$ cat src/rtl/cnn_sched_pkg.sv
// Shared state encoding and default sizing for the CNN layer scheduler.
package cnn_sched_pkg;

    localparam int DEF_OUT_CH     = 8;
    localparam int DEF_CH_WIDTH   = 3;
    localparam int DEF_WDT_CYCLES = 4096;

    localparam logic [2:0] S_IDLE   = 3'd0;
    localparam logic [2:0] S_LAUNCH = 3'd1;
    localparam logic [2:0] S_WAIT   = 3'd2;
    localparam logic [2:0] S_WRITE  = 3'd3;
    localparam logic [2:0] S_DONE   = 3'd4;

    typedef enum logic [2:0] {
        ST_IDLE   = S_IDLE,
        ST_LAUNCH = S_LAUNCH,
        ST_WAIT   = S_WAIT,
        ST_WRITE  = S_WRITE,
        ST_DONE   = S_DONE
    } state_e;

endpackage

$ cat src/rtl/cnn_sched_if.sv
// Scheduler <-> engine/output-buffer handshake; master is the scheduler side.
interface cnn_sched_if import cnn_sched_pkg::*; #(
    parameter int CH_WIDTH = DEF_CH_WIDTH
);
    logic                cnn_start;
    logic                cnn_idle;
    logic                cnn_finish;
    logic [CH_WIDTH-1:0] ch_idx;
    logic                ofm_we;
    logic [CH_WIDTH-1:0] ofm_waddr;

    modport master (
        output cnn_start, ch_idx, ofm_we, ofm_waddr,
        input  cnn_idle, cnn_finish
    );

    modport slave (
        input  cnn_start, ch_idx, ofm_we, ofm_waddr,
        output cnn_idle, cnn_finish
    );
endinterface

$ cat src/rtl/cnn_sched_wdt.sv
// Loadable down-counter; timeout_o flags the LIMIT-th enabled cycle after a load.
module cnn_sched_wdt import cnn_sched_pkg::*; #(
    parameter int LIMIT = DEF_WDT_CYCLES
) (
    input  logic clk,
    input  logic rst_n,
    input  logic load_i,
    input  logic en_i,
    output logic timeout_o
);
    localparam int             CW       = $clog2(LIMIT + 1);
    localparam logic [CW-1:0]  LOAD_VAL = CW'(LIMIT - 1);

    logic [CW-1:0] count_q;
    logic [CW-1:0] count_d;

    // Next count: reload on entry to the wait, then count down to zero.
    always_comb begin
        count_d = count_q;
        if (load_i) begin
            count_d = LOAD_VAL;
        end else if (en_i && (count_q != {CW{1'b0}})) begin
            count_d = count_q - CW'(1'b1);
        end else begin
            count_d = count_q;
        end
    end

    // Counter register.
    always_ff @(posedge clk or negedge rst_n) begin
        if (!rst_n) begin
            count_q <= {CW{1'b0}};
        end else begin
            count_q <= count_d;
        end
    end

    assign timeout_o = en_i && (count_q == {CW{1'b0}});

endmodule

$ cat src/rtl/cnn_layer_sched.sv
// Layer scheduler: one engine pass per output channel, then an output-buffer write.
// Optional engine-finish watchdog enabled with CNN_SCHED_WDT_EN.
module cnn_layer_sched import cnn_sched_pkg::*; #(
    parameter int OUT_CH     = DEF_OUT_CH,
    parameter int CH_WIDTH   = DEF_CH_WIDTH,
    parameter int WDT_CYCLES = DEF_WDT_CYCLES
) (
    input  logic              clk,
    input  logic              rst_n,
    input  logic              layer_start,
    input  logic [CH_WIDTH:0] num_ch,
    input  logic              abort,
    output logic              layer_busy,
    output logic              layer_done,
    output logic              wdt_err,
    cnn_sched_if.master       eng
);
    localparam logic [CH_WIDTH:0] OUT_CH_W = (CH_WIDTH + 1)'(OUT_CH);
    localparam logic [CH_WIDTH:0] ONE_W    = (CH_WIDTH + 1)'(1);

    if ((OUT_CH < 1) || (OUT_CH > (1 << CH_WIDTH)) || (WDT_CYCLES < 1)) begin : g_bad_cfg
        $error("cnn_layer_sched: invalid OUT_CH/CH_WIDTH/WDT_CYCLES");
    end

    state_e              state_q,      state_d;
    logic [CH_WIDTH:0]   num_ch_q,     num_ch_d;
    logic [CH_WIDTH-1:0] ch_idx_q,     ch_idx_d;
    logic [CH_WIDTH-1:0] ofm_waddr_q,  ofm_waddr_d;
    logic                cnn_start_q,  cnn_start_d;
    logic                ofm_we_q,     ofm_we_d;
    logic                layer_done_q, layer_done_d;
    logic                layer_busy_q, layer_busy_d;
    logic                wdt_err_q,    wdt_err_d;
    logic                wdt_timeout_s;
    logic                last_ch_s;

`ifdef CNN_SCHED_WDT_EN
    logic wdt_load_s;
    logic wdt_en_s;

    assign wdt_load_s = (state_q == ST_LAUNCH) && eng.cnn_idle && !abort;
    assign wdt_en_s   = (state_q == ST_WAIT);

    cnn_sched_wdt #(
        .LIMIT (WDT_CYCLES)
    ) u_wdt (
        .clk       (clk),
        .rst_n     (rst_n),
        .load_i    (wdt_load_s),
        .en_i      (wdt_en_s),
        .timeout_o (wdt_timeout_s)
    );
`else
    assign wdt_timeout_s = 1'b0;
`endif

    assign last_ch_s = (({1'b0, ch_idx_q} + ONE_W) == num_ch_q);

    // Next-state and next-output logic; abort beats every other event.
    always_comb begin
        state_d      = state_q;
        num_ch_d     = num_ch_q;
        ch_idx_d     = ch_idx_q;
        cnn_start_d  = 1'b0;
        ofm_we_d     = 1'b0;
        layer_done_d = 1'b0;
        wdt_err_d    = wdt_err_q;
        if (abort && (state_q != ST_IDLE)) begin
            state_d  = ST_IDLE;
            ch_idx_d = {CH_WIDTH{1'b0}};
        end else begin
            case (state_q)
                ST_IDLE: begin
                    if (layer_start) begin
                        ch_idx_d  = {CH_WIDTH{1'b0}};
                        wdt_err_d = 1'b0;
                        if (num_ch == {(CH_WIDTH + 1){1'b0}}) begin
                            num_ch_d = num_ch;
                            state_d  = ST_DONE;
                        end else if (num_ch > OUT_CH_W) begin
                            num_ch_d = OUT_CH_W;
                            state_d  = ST_LAUNCH;
                        end else begin
                            num_ch_d = num_ch;
                            state_d  = ST_LAUNCH;
                        end
                    end else begin
                        state_d = ST_IDLE;
                    end
                end
                ST_LAUNCH: begin
                    if (eng.cnn_idle) begin
                        cnn_start_d = 1'b1;
                        state_d     = ST_WAIT;
                    end else begin
                        state_d = ST_LAUNCH;
                    end
                end
                ST_WAIT: begin
                    if (eng.cnn_finish) begin
                        ofm_we_d = 1'b1;
                        state_d  = ST_WRITE;
                    end else if (wdt_timeout_s) begin
                        wdt_err_d = 1'b1;
                        ch_idx_d  = {CH_WIDTH{1'b0}};
                        state_d   = ST_IDLE;
                    end else begin
                        state_d = ST_WAIT;
                    end
                end
                ST_WRITE: begin
                    if (last_ch_s) begin
                        state_d = ST_DONE;
                    end else begin
                        ch_idx_d = ch_idx_q + CH_WIDTH'(1'b1);
                        state_d  = ST_LAUNCH;
                    end
                end
                ST_DONE: begin
                    layer_done_d = 1'b1;
                    state_d      = ST_IDLE;
                end
                default: begin
                    ch_idx_d = {CH_WIDTH{1'b0}};
                    state_d  = ST_IDLE;
                end
            endcase
        end
    end

    assign layer_busy_d = (state_d != ST_IDLE);
    assign ofm_waddr_d  = ch_idx_q;

    // State and registered outputs.
    always_ff @(posedge clk or negedge rst_n) begin
        if (!rst_n) begin
            state_q      <= ST_IDLE;
            num_ch_q     <= {(CH_WIDTH + 1){1'b0}};
            ch_idx_q     <= {CH_WIDTH{1'b0}};
            ofm_waddr_q  <= {CH_WIDTH{1'b0}};
            cnn_start_q  <= 1'b0;
            ofm_we_q     <= 1'b0;
            layer_done_q <= 1'b0;
            layer_busy_q <= 1'b0;
            wdt_err_q    <= 1'b0;
        end else begin
            state_q      <= state_d;
            num_ch_q     <= num_ch_d;
            ch_idx_q     <= ch_idx_d;
            ofm_waddr_q  <= ofm_waddr_d;
            cnn_start_q  <= cnn_start_d;
            ofm_we_q     <= ofm_we_d;
            layer_done_q <= layer_done_d;
            layer_busy_q <= layer_busy_d;
            wdt_err_q    <= wdt_err_d;
        end
    end

    assign layer_busy    = layer_busy_q;
    assign layer_done    = layer_done_q;
    assign wdt_err       = wdt_err_q;
    assign eng.cnn_start = cnn_start_q;
    assign eng.ch_idx    = ch_idx_q;
    assign eng.ofm_we    = ofm_we_q;
    assign eng.ofm_waddr = ofm_waddr_q;

endmodule

$ cat src/flat_wrapper.sv
// flat-port wrapper written by rule: the top's interface ports become plain ports
module cnn_layer_sched_flat import cnn_sched_pkg::*;
#(
    parameter int OUT_CH     = DEF_OUT_CH,
    parameter int CH_WIDTH   = DEF_CH_WIDTH,
    parameter int WDT_CYCLES = DEF_WDT_CYCLES
)
  (clk, rst_n, layer_start, num_ch, abort, layer_busy, layer_done, wdt_err, eng_cnn_start, eng_ch_idx, eng_ofm_we, eng_ofm_waddr, eng_cnn_idle, eng_cnn_finish);
  cnn_sched_if #(.CH_WIDTH(CH_WIDTH)) eng_i ();
  input  logic clk;
  input  logic rst_n;
  input  logic layer_start;
  input  logic [CH_WIDTH:0] num_ch;
  input  logic abort;
  output logic layer_busy;
  output logic layer_done;
  output logic wdt_err;
  output wire logic [$bits(eng_i.cnn_start)-1:0] eng_cnn_start;
  output wire logic [$bits(eng_i.ch_idx)-1:0] eng_ch_idx;
  output wire logic [$bits(eng_i.ofm_we)-1:0] eng_ofm_we;
  output wire logic [$bits(eng_i.ofm_waddr)-1:0] eng_ofm_waddr;
  input wire logic [$bits(eng_i.cnn_idle)-1:0] eng_cnn_idle;
  input wire logic [$bits(eng_i.cnn_finish)-1:0] eng_cnn_finish;
  assign eng_cnn_start = eng_i.cnn_start;
  assign eng_ch_idx = eng_i.ch_idx;
  assign eng_ofm_we = eng_i.ofm_we;
  assign eng_ofm_waddr = eng_i.ofm_waddr;
  assign eng_i.cnn_idle = eng_cnn_idle;
  assign eng_i.cnn_finish = eng_cnn_finish;
  cnn_layer_sched #(.OUT_CH(OUT_CH), .CH_WIDTH(CH_WIDTH), .WDT_CYCLES(WDT_CYCLES)) u_core (.clk(clk), .rst_n(rst_n), .layer_start(layer_start), .num_ch(num_ch), .abort(abort), .layer_busy(layer_busy), .layer_done(layer_done), .wdt_err(wdt_err), .eng(eng_i));
endmodule
$ cat config.mk
export PLATFORM = sky130hd
export DESIGN_NAME = cnn_layer_sched_flat
export DESIGN_NICKNAME = d
export VERILOG_FILES = /design/src/rtl/cnn_sched_pkg.sv /design/src/rtl/cnn_sched_if.sv /design/src/rtl/cnn_sched_wdt.sv /design/src/rtl/cnn_layer_sched.sv /design/src/flat_wrapper.sv
export SDC_FILE = /design/constraint.sdc
export NUM_CORES = 1
export LEC_CHECK = 0
export BUFFER_PORTS_ARGS = -buffer_cell sky130_fd_sc_hd__buf_4
export CAP_MARGIN = 20
export CELL_PAD_IN_SITES_DETAIL_PLACEMENT = 1
export CELL_PAD_IN_SITES_GLOBAL_PLACEMENT = 2
export CORE_MARGIN = 2
export CORE_UTILIZATION = 34
export CTS_BUF_LIST = sky130_fd_sc_hd__clkbuf_4
export CTS_CLUSTER_DIAMETER = 80
export CTS_CLUSTER_SIZE = 40
export DETAILED_ROUTE_END_ITERATION = 7
export GPL_TIMING_DRIVEN = 0
export MAX_ROUTING_LAYER = met4
export PLACE_DENSITY_LB_ADDON = 0.1
export SYNTH_ARGS = -nofsm -noshare
export SYNTH_HDL_FRONTEND = slang
export SYNTH_SLANG_ARGS = --single-unit
$ cat constraint.sdc
create_clock -name clk -period 2.2 [get_ports clk]
set_clock_uncertainty 0.05 [all_clocks]
set_input_delay 0.11 -clock clk [delete_from_list [all_inputs] [get_ports clk]]
set_output_delay 0.11 -clock clk [all_outputs]
set_load 0.01 [all_outputs]
* Yosys cells after proc, flatten, opt, wreduce, memory -nomap -nowiden
Index checks and enable logic that the tools add are counted.
** Operators by class
- Add/subtract/negate cells :: 2
- $lt $le $gt $ge :: 1
- Equality and inequality tests :: 8
- Multiplexer cells :: 21
- Bitwise operators :: 1
- Reductions and logical operators :: 8
** Operators by type and width (count)
- two-way mux 3 bit :: 7
- one-hot mux 3 bit (4 select lines) :: 1
- two-way mux 1 bit :: 9
- one-hot mux 3 bit (3 select lines) :: 1
- two-way mux 4 bit :: 2
- == test 3 x 2 -> 1 bit, second input constant :: 2
- AND reduction 3 bit :: 2
- nonzero test 3 bit :: 2
- adder 3 x 1 -> 4 bit, second input constant :: 1
- == test 4 bit :: 1
- greater-than comparator 4 bit, second input constant :: 1
- zero test 4 bit :: 1
- adder 3 x 1 -> 3 bit, second input constant :: 1
- == test 3 x 1 -> 1 bit, second input constant :: 1
- == test 3 bit, second input constant :: 1
- zero test 3 bit :: 1
- inequality test 3 x 2 -> 1 bit, second input constant :: 1
- inequality test 3 bit, second input constant :: 1
- OR reduction 3 bit :: 1
- two-way mux 2 bit :: 1
- inequality test 2 x 1 -> 1 bit, second input constant :: 1
- logical AND 1 bit :: 1
- inverter 1 bit :: 1
** Word-level totals
- Register bits after elaboration :: 17
- Bits of input ports :: 10
- Logic and storage cells :: 49

* Logic depth before layout (Yosys ltp)
- Word-level depth :: 6
- Mapped depth :: 7

* Least setup slack after synthesis
Ideal clock, no wire load.
- Path kind :: reg2reg
- Start :: reg u_core.ch_idx_q[0] (netlist: u_core.eng.ch_idx[0])
- End :: reg u_core.ch_idx_q[2] (netlist: u_core.eng.ch_idx[2])
- Arrival :: 1.714 ns
- Setup slack :: 0.311 ns
- Stages on the path, launching flop included :: 7
- Buffers on the path :: 0
- Path through :: dfrtp_1 ha_1 xor2_1 nor3_4 o21ai_4 and4b_2 a221o_1
** On the way
- Cells in the longest elaborated chain, start to end :: 4
- Elaborated cells between the ends (all ways) :: 8
- Classes of those cells :: 2 x add/sub; 2 x eq/ne; 3 x mux; 1 x reduce/logical
** RTL lines
- from (decl) :: line cnn_layer_sched.sv:27 : logic [CH_WIDTH-1:0] ch_idx_q, ch_idx_d;
- from (signal assigned) :: line cnn_layer_sched.sv:139 : ch_idx_q <= {CH_WIDTH{1'b0}};
- from (signal assigned) :: line cnn_layer_sched.sv:149 : ch_idx_q <= ch_idx_d;
- adder 3 x 1 -> 4 bit or adder 3 x 1 -> 3 bit (tied branches) :: line cnn_layer_sched.sv:57, cnn_layer_sched.sv:115
- == test 4 bit or two-way mux 3 bit (tied branches) :: line cnn_layer_sched.sv:57, cnn_layer_sched.sv:112
- inequality test 3 bit (no line) or one-hot mux 3 bit (3 select lines) (tied branches)
- AND reduction 3 bit (no line) or two-way mux 3 bit (tied branches)
Parallel ways exist; a longest one is shown, timed or not. The select of a mux whose other input is x is not followed.
A chain may end at the register's enable or synchronous reset.

* Worst setup path in the final report
Same ends and word-level chain as after synthesis.

==> insert_results.sql <==
INSERT INTO impl_metrics (metric_group, metric, value, unit) VALUES
('grt', 'groute.usage.overall', '16.0', '%'),
('critical_path', 'timing_worst_setup_path_type', 'reg2reg', ''),
('floorplanning', 'floorplan.die_area', '2920', 'µm²'),
('sta', 'fin_crit_sh', '89.5', '%'),
('sta', 'fmax', '0.508', 'GHz'),
('grt', 'grt_first_pass_wirelength', '3240', 'µm'),
('worst_hold_path', 'hold_path_class', 'in2reg', ''),
('sta', 'grt_setup_unrepaired', 'no', ''),
('critical_path', 'startpoint_type', 'flop', ''),
('clocking', 'post_cts_resize_count', '0', ''),
('cells_and_area', 'finalNetCount', '114', ''),
('sta', 'final_period_minus_worst_setup_slack', '1.97', 'ns'),
('synthesis', 'netlist-cell-type-count', '39', ''),
('critical_path', 'crit-reg2reg-launch', 'u_core.eng.ch_idx[0]', ''),
('critical_path', 'arrival', '2.10', 'ns'),
('critical_path', 'worst_path_slowest_cell', 'sky130_fd_sc_hd__dfrtp_1', ''),
('clocking', 'postCtsSetupRepairBufs', '0', ''),
('cells_and_area', 'finish.cell_count_without_fillers', '132', ''),
('worst_hold_path', 'holdCritStartpoint', 'num_ch[1]', ''),
('sta', 'report.final.slew_viol_count', '0', ''),
('clocking', 'cts_made_buffers', '3', ''),
('floorplanning', 'dieWidth', '54.0', 'µm'),
('clocking', 'path_clk_slew', '0.10', 'ns'),
('clocking', 'clock_tree.root_cell', 'sky130_fd_sc_hd__clkbuf_4', ''),
('placement', 'number_of_placed_cells_counting_well_taps', '126', ''),
('sta', 'timing.setup.tns', '0', 'ns'),
('sta', 'hold_viol', '0', ''),
('synthesis', 'xor_and_xnor_area_share_after_synthesis', '3.09', '%'),
('cells_and_area', 'syn_to_final_growth', '26.8', '%'),
('synthesis', 'post_synth.cell_area_avg', '11.0', 'µm²'),
('placement', 'place_ws', '0.230', 'ns'),
('grt', 'via_count_of_the_first_global_routing_pass', '708', ''),
('synthesis', 'postSynthRegisterBits', '17', ''),
('synthesis', 'share_of_synthesized_area_spent_on_multiplexers', '3.82', '%'),
('power_and_ir_drop', 'vdd_ir_drop_max', '0.386', 'mV'),
('synthesis', 'synthSimpleGateAreaFrac', '22.9', '%'),
('floorplanning', 'core-area', '2430', 'µm²'),
('sta', 'final_critical_path_setup_slack', '0.232', 'ns'),
('floorplanning', 'io_pins', '21', ''),
('grt', 'grt_overflow_total', '0', ''),
('critical_path', 'critPathMaxStageDelay', '0.47', 'ns'),
('route', 'detail_route.first_pass.iterations', '2', ''),
('critical_path', 'path_cells', 'ha_1 -> xor2_1 -> nor3_4 -> o21ai_4 -> and4b_2 -> a221o_1', ''),
('synthesis', 'share_of_the_yosys_chip_area_belonging_to_registers', '50.0', '%'),
('synthesis', 'netlist_instances', '77', ''),
('clocking', 'cts.htree.levels', '1', ''),
('route', 'num_vias', '667', ''),
('synthesis', 'complex_gate_fraction_of_the_synthesized_area', '14.6', '%'),
('critical_path', 'crit_required', '2.33', 'ns'),
('placement', 'finalWeightedCongestion', '0.723', ''),
('critical_path', 'critPathCaptureType', 'flop', ''),
('synthesis', 'synth_fa_ha_area_share', '1.47', '%'),
('sta', 'finalSetupViolCount', '0', ''),
('placement', 'place.port_buffers', '19', ''),
('clocking', 'cts_tree', 'built', ''),
('floorplanning', 'placement_rows', '18', ''),
('route', 'first_drt_iteration_drcs', '2', ''),
('power_and_ir_drop', 'report.power.total', '800', 'µW'),
('grt', 'antenna_found_initial', '0', ''),
('critical_path', 'timing.reg2reg.setup_slack', '0.23', 'ns'),
('critical_path', 'worstPathMaxFanout', '7', ''),
('route', 'average_routed_wire_per_standard_cell', '13.8', 'µm'),
('grt', 'maximum_number_of_pins_on_one_net_before_global_route_repair', '18', ''),
('route', 'detail_route.drc_violations', '0', ''),
('sta', 'hold_ws', '0.0118', 'ns'),
('clocking', 'worstSkewPairLatency', '0.29', 'ns'),
('placement', 'dp_hpwl', '1430', 'µm'),
('outcome', 'status', 'completed', ''),
('floorplanning', 'floorplan.die.height', '54.0', 'µm'),
('floorplanning', 'floorplan.initialDensity', '35.0', '%'),
('route', 'routed_wl', '1830', 'µm');
==> path summary, 6_finish.rpt <==
check | to | depth (start not counted)
worst max register to register | u_core.eng.ch_idx[2] | 6
worst max-delay path | u_core.eng.ch_idx[2] | 6
worst min-delay path | u_core.num_ch_q[1] | 3
worst min register to register | u_core.eng.ofm_waddr[1] | 0
min in group asynchronous | u_core.eng.ofm_waddr[2] | 2
max in group asynchronous | u_core.num_ch_q[1] | 2
==> power by group <==
part | internal, mW | switching [mW]
logic | 0.113 | 0.123
clock network | 0.0676 | 0.0962
registers | 0.357 | 0.0430
total | 0.538 | 0.263
==> cell type report <==
cell class                      count  area, µm²  share of cell area (%)
Buffer                              3       23.8                    2.20
Clock buffer                        3       22.5                    2.09
Clock inverter                      1       5.00                   0.464
Inverter                            2       7.51                   0.696
Multi-Input combinational cell     55        394                    36.5
Sequential cell                    17        425                    39.4
Tap cell                           30       37.5                    3.48
Timing Repair Buffer               21        163                    15.1
==> flip-flops by register name (all words and copies together) (netlist names) <==
name / count
u_core.eng.ch_idx: 3
u_core.eng.cnn_start: 1
u_core.eng.ofm_waddr: 3
u_core.eng.ofm_we: 1
u_core.layer_busy: 1
u_core.layer_done: 1
u_core.num_ch_q: 4
u_core.state_q: 3
==> worst max-delay path: cells and delay by family (launching register included) <==
family | cells | cell delay, ns
AOI/OAI and AO/OA | 2 | 0.36
and+or+nand+nor | 2 | 0.45
xor gates and xnor gates | 1 | 0.17
adders and majority gates | 1 | 0.36
DFF | 1 | 0.47
==> cells by family (layout without fill, tap and decap cells) <==
group	count (synthesis)	count (layout)
AO/OA/AOI/OAI	16	16
XOR/XNOR	3	3
adder cells (fa/ha/maj)	1	1
buffers and inverters	5	30
flip-flops	17	17
multiplexers	3	3
other	1	1
AND/OR/NAND/NOR	31	31
==> through the flow <==
stage | utilization, % | instance area, µm²
floorplan | - | 851
global placement | 42.4 | 1030
detailed placement | 42.4 | 1030
CTS | 44.3 | 1080
global route | 44.3 | 1080
finish | 44.3 | 1080
==> repair_timing <==
item / 4_1_cts / 5_1_grt
setup endpoints to repair: 0 / 0
hold buffers: 2 / 0
hold endpoints to repair: 18 / 0
==> layer usage <==
metal,wire length (µm),GRT usage (%)
met1,784,17.7
met2,937,28.0
met3,90,5.83
met4,15,2.50
met5,0,-
==> cell usage after synthesis, drive strengths merged <==
library cell  instances  area share [%]
o32a                  1             1.2
dfrtp                17              50
nor3b                 1            0.88
nand2                 6             2.6
a22o                  1             1.2
and4b                 2             2.5
o22ai                 1            0.74
ha                    1             1.5
a21oi                 4             2.4
and2                  1             1.0
mux2i                 1             1.2
xor2                  2             2.1
a31oi                 1            0.74
o21ai                 5             4.3
a221o                 1             1.2
and3                  1             1.3
nor4b                 1             1.0
nand3b                4             3.5
nor2                  8             3.8
nand3                 1            0.59
mux2                  2             2.6
a21bo                 1             1.2
o221ai                1             1.8
conb                  1            0.44
xnor2                 1             1.0
nor2b                 1            0.74
or2                   2             1.5
or4                   1            0.88
nor3                  2             2.5
inv                   2            0.88
buf                   3             2.8
==> layout by cell type, fill, tap and decap left out, types with 2 or more instances in the layout <==
cell and count:
sky130_fd_sc_hd__nor2_1 7, sky130_fd_sc_hd__a21oi_1 4, sky130_fd_sc_hd__dfrtp_1 17, sky130_fd_sc_hd__nand3b_1 4, sky130_fd_sc_hd__o21ai_0 3, sky130_fd_sc_hd__buf_4 20
sky130_fd_sc_hd__mux2_2 2, sky130_fd_sc_hd__nand2_1 6, sky130_fd_sc_hd__xor2_1 2, sky130_fd_sc_hd__dlygate4sd3_1 2, sky130_fd_sc_hd__clkbuf_4 3, sky130_fd_sc_hd__inv_1 2
(Power assumes the default switching activity.)
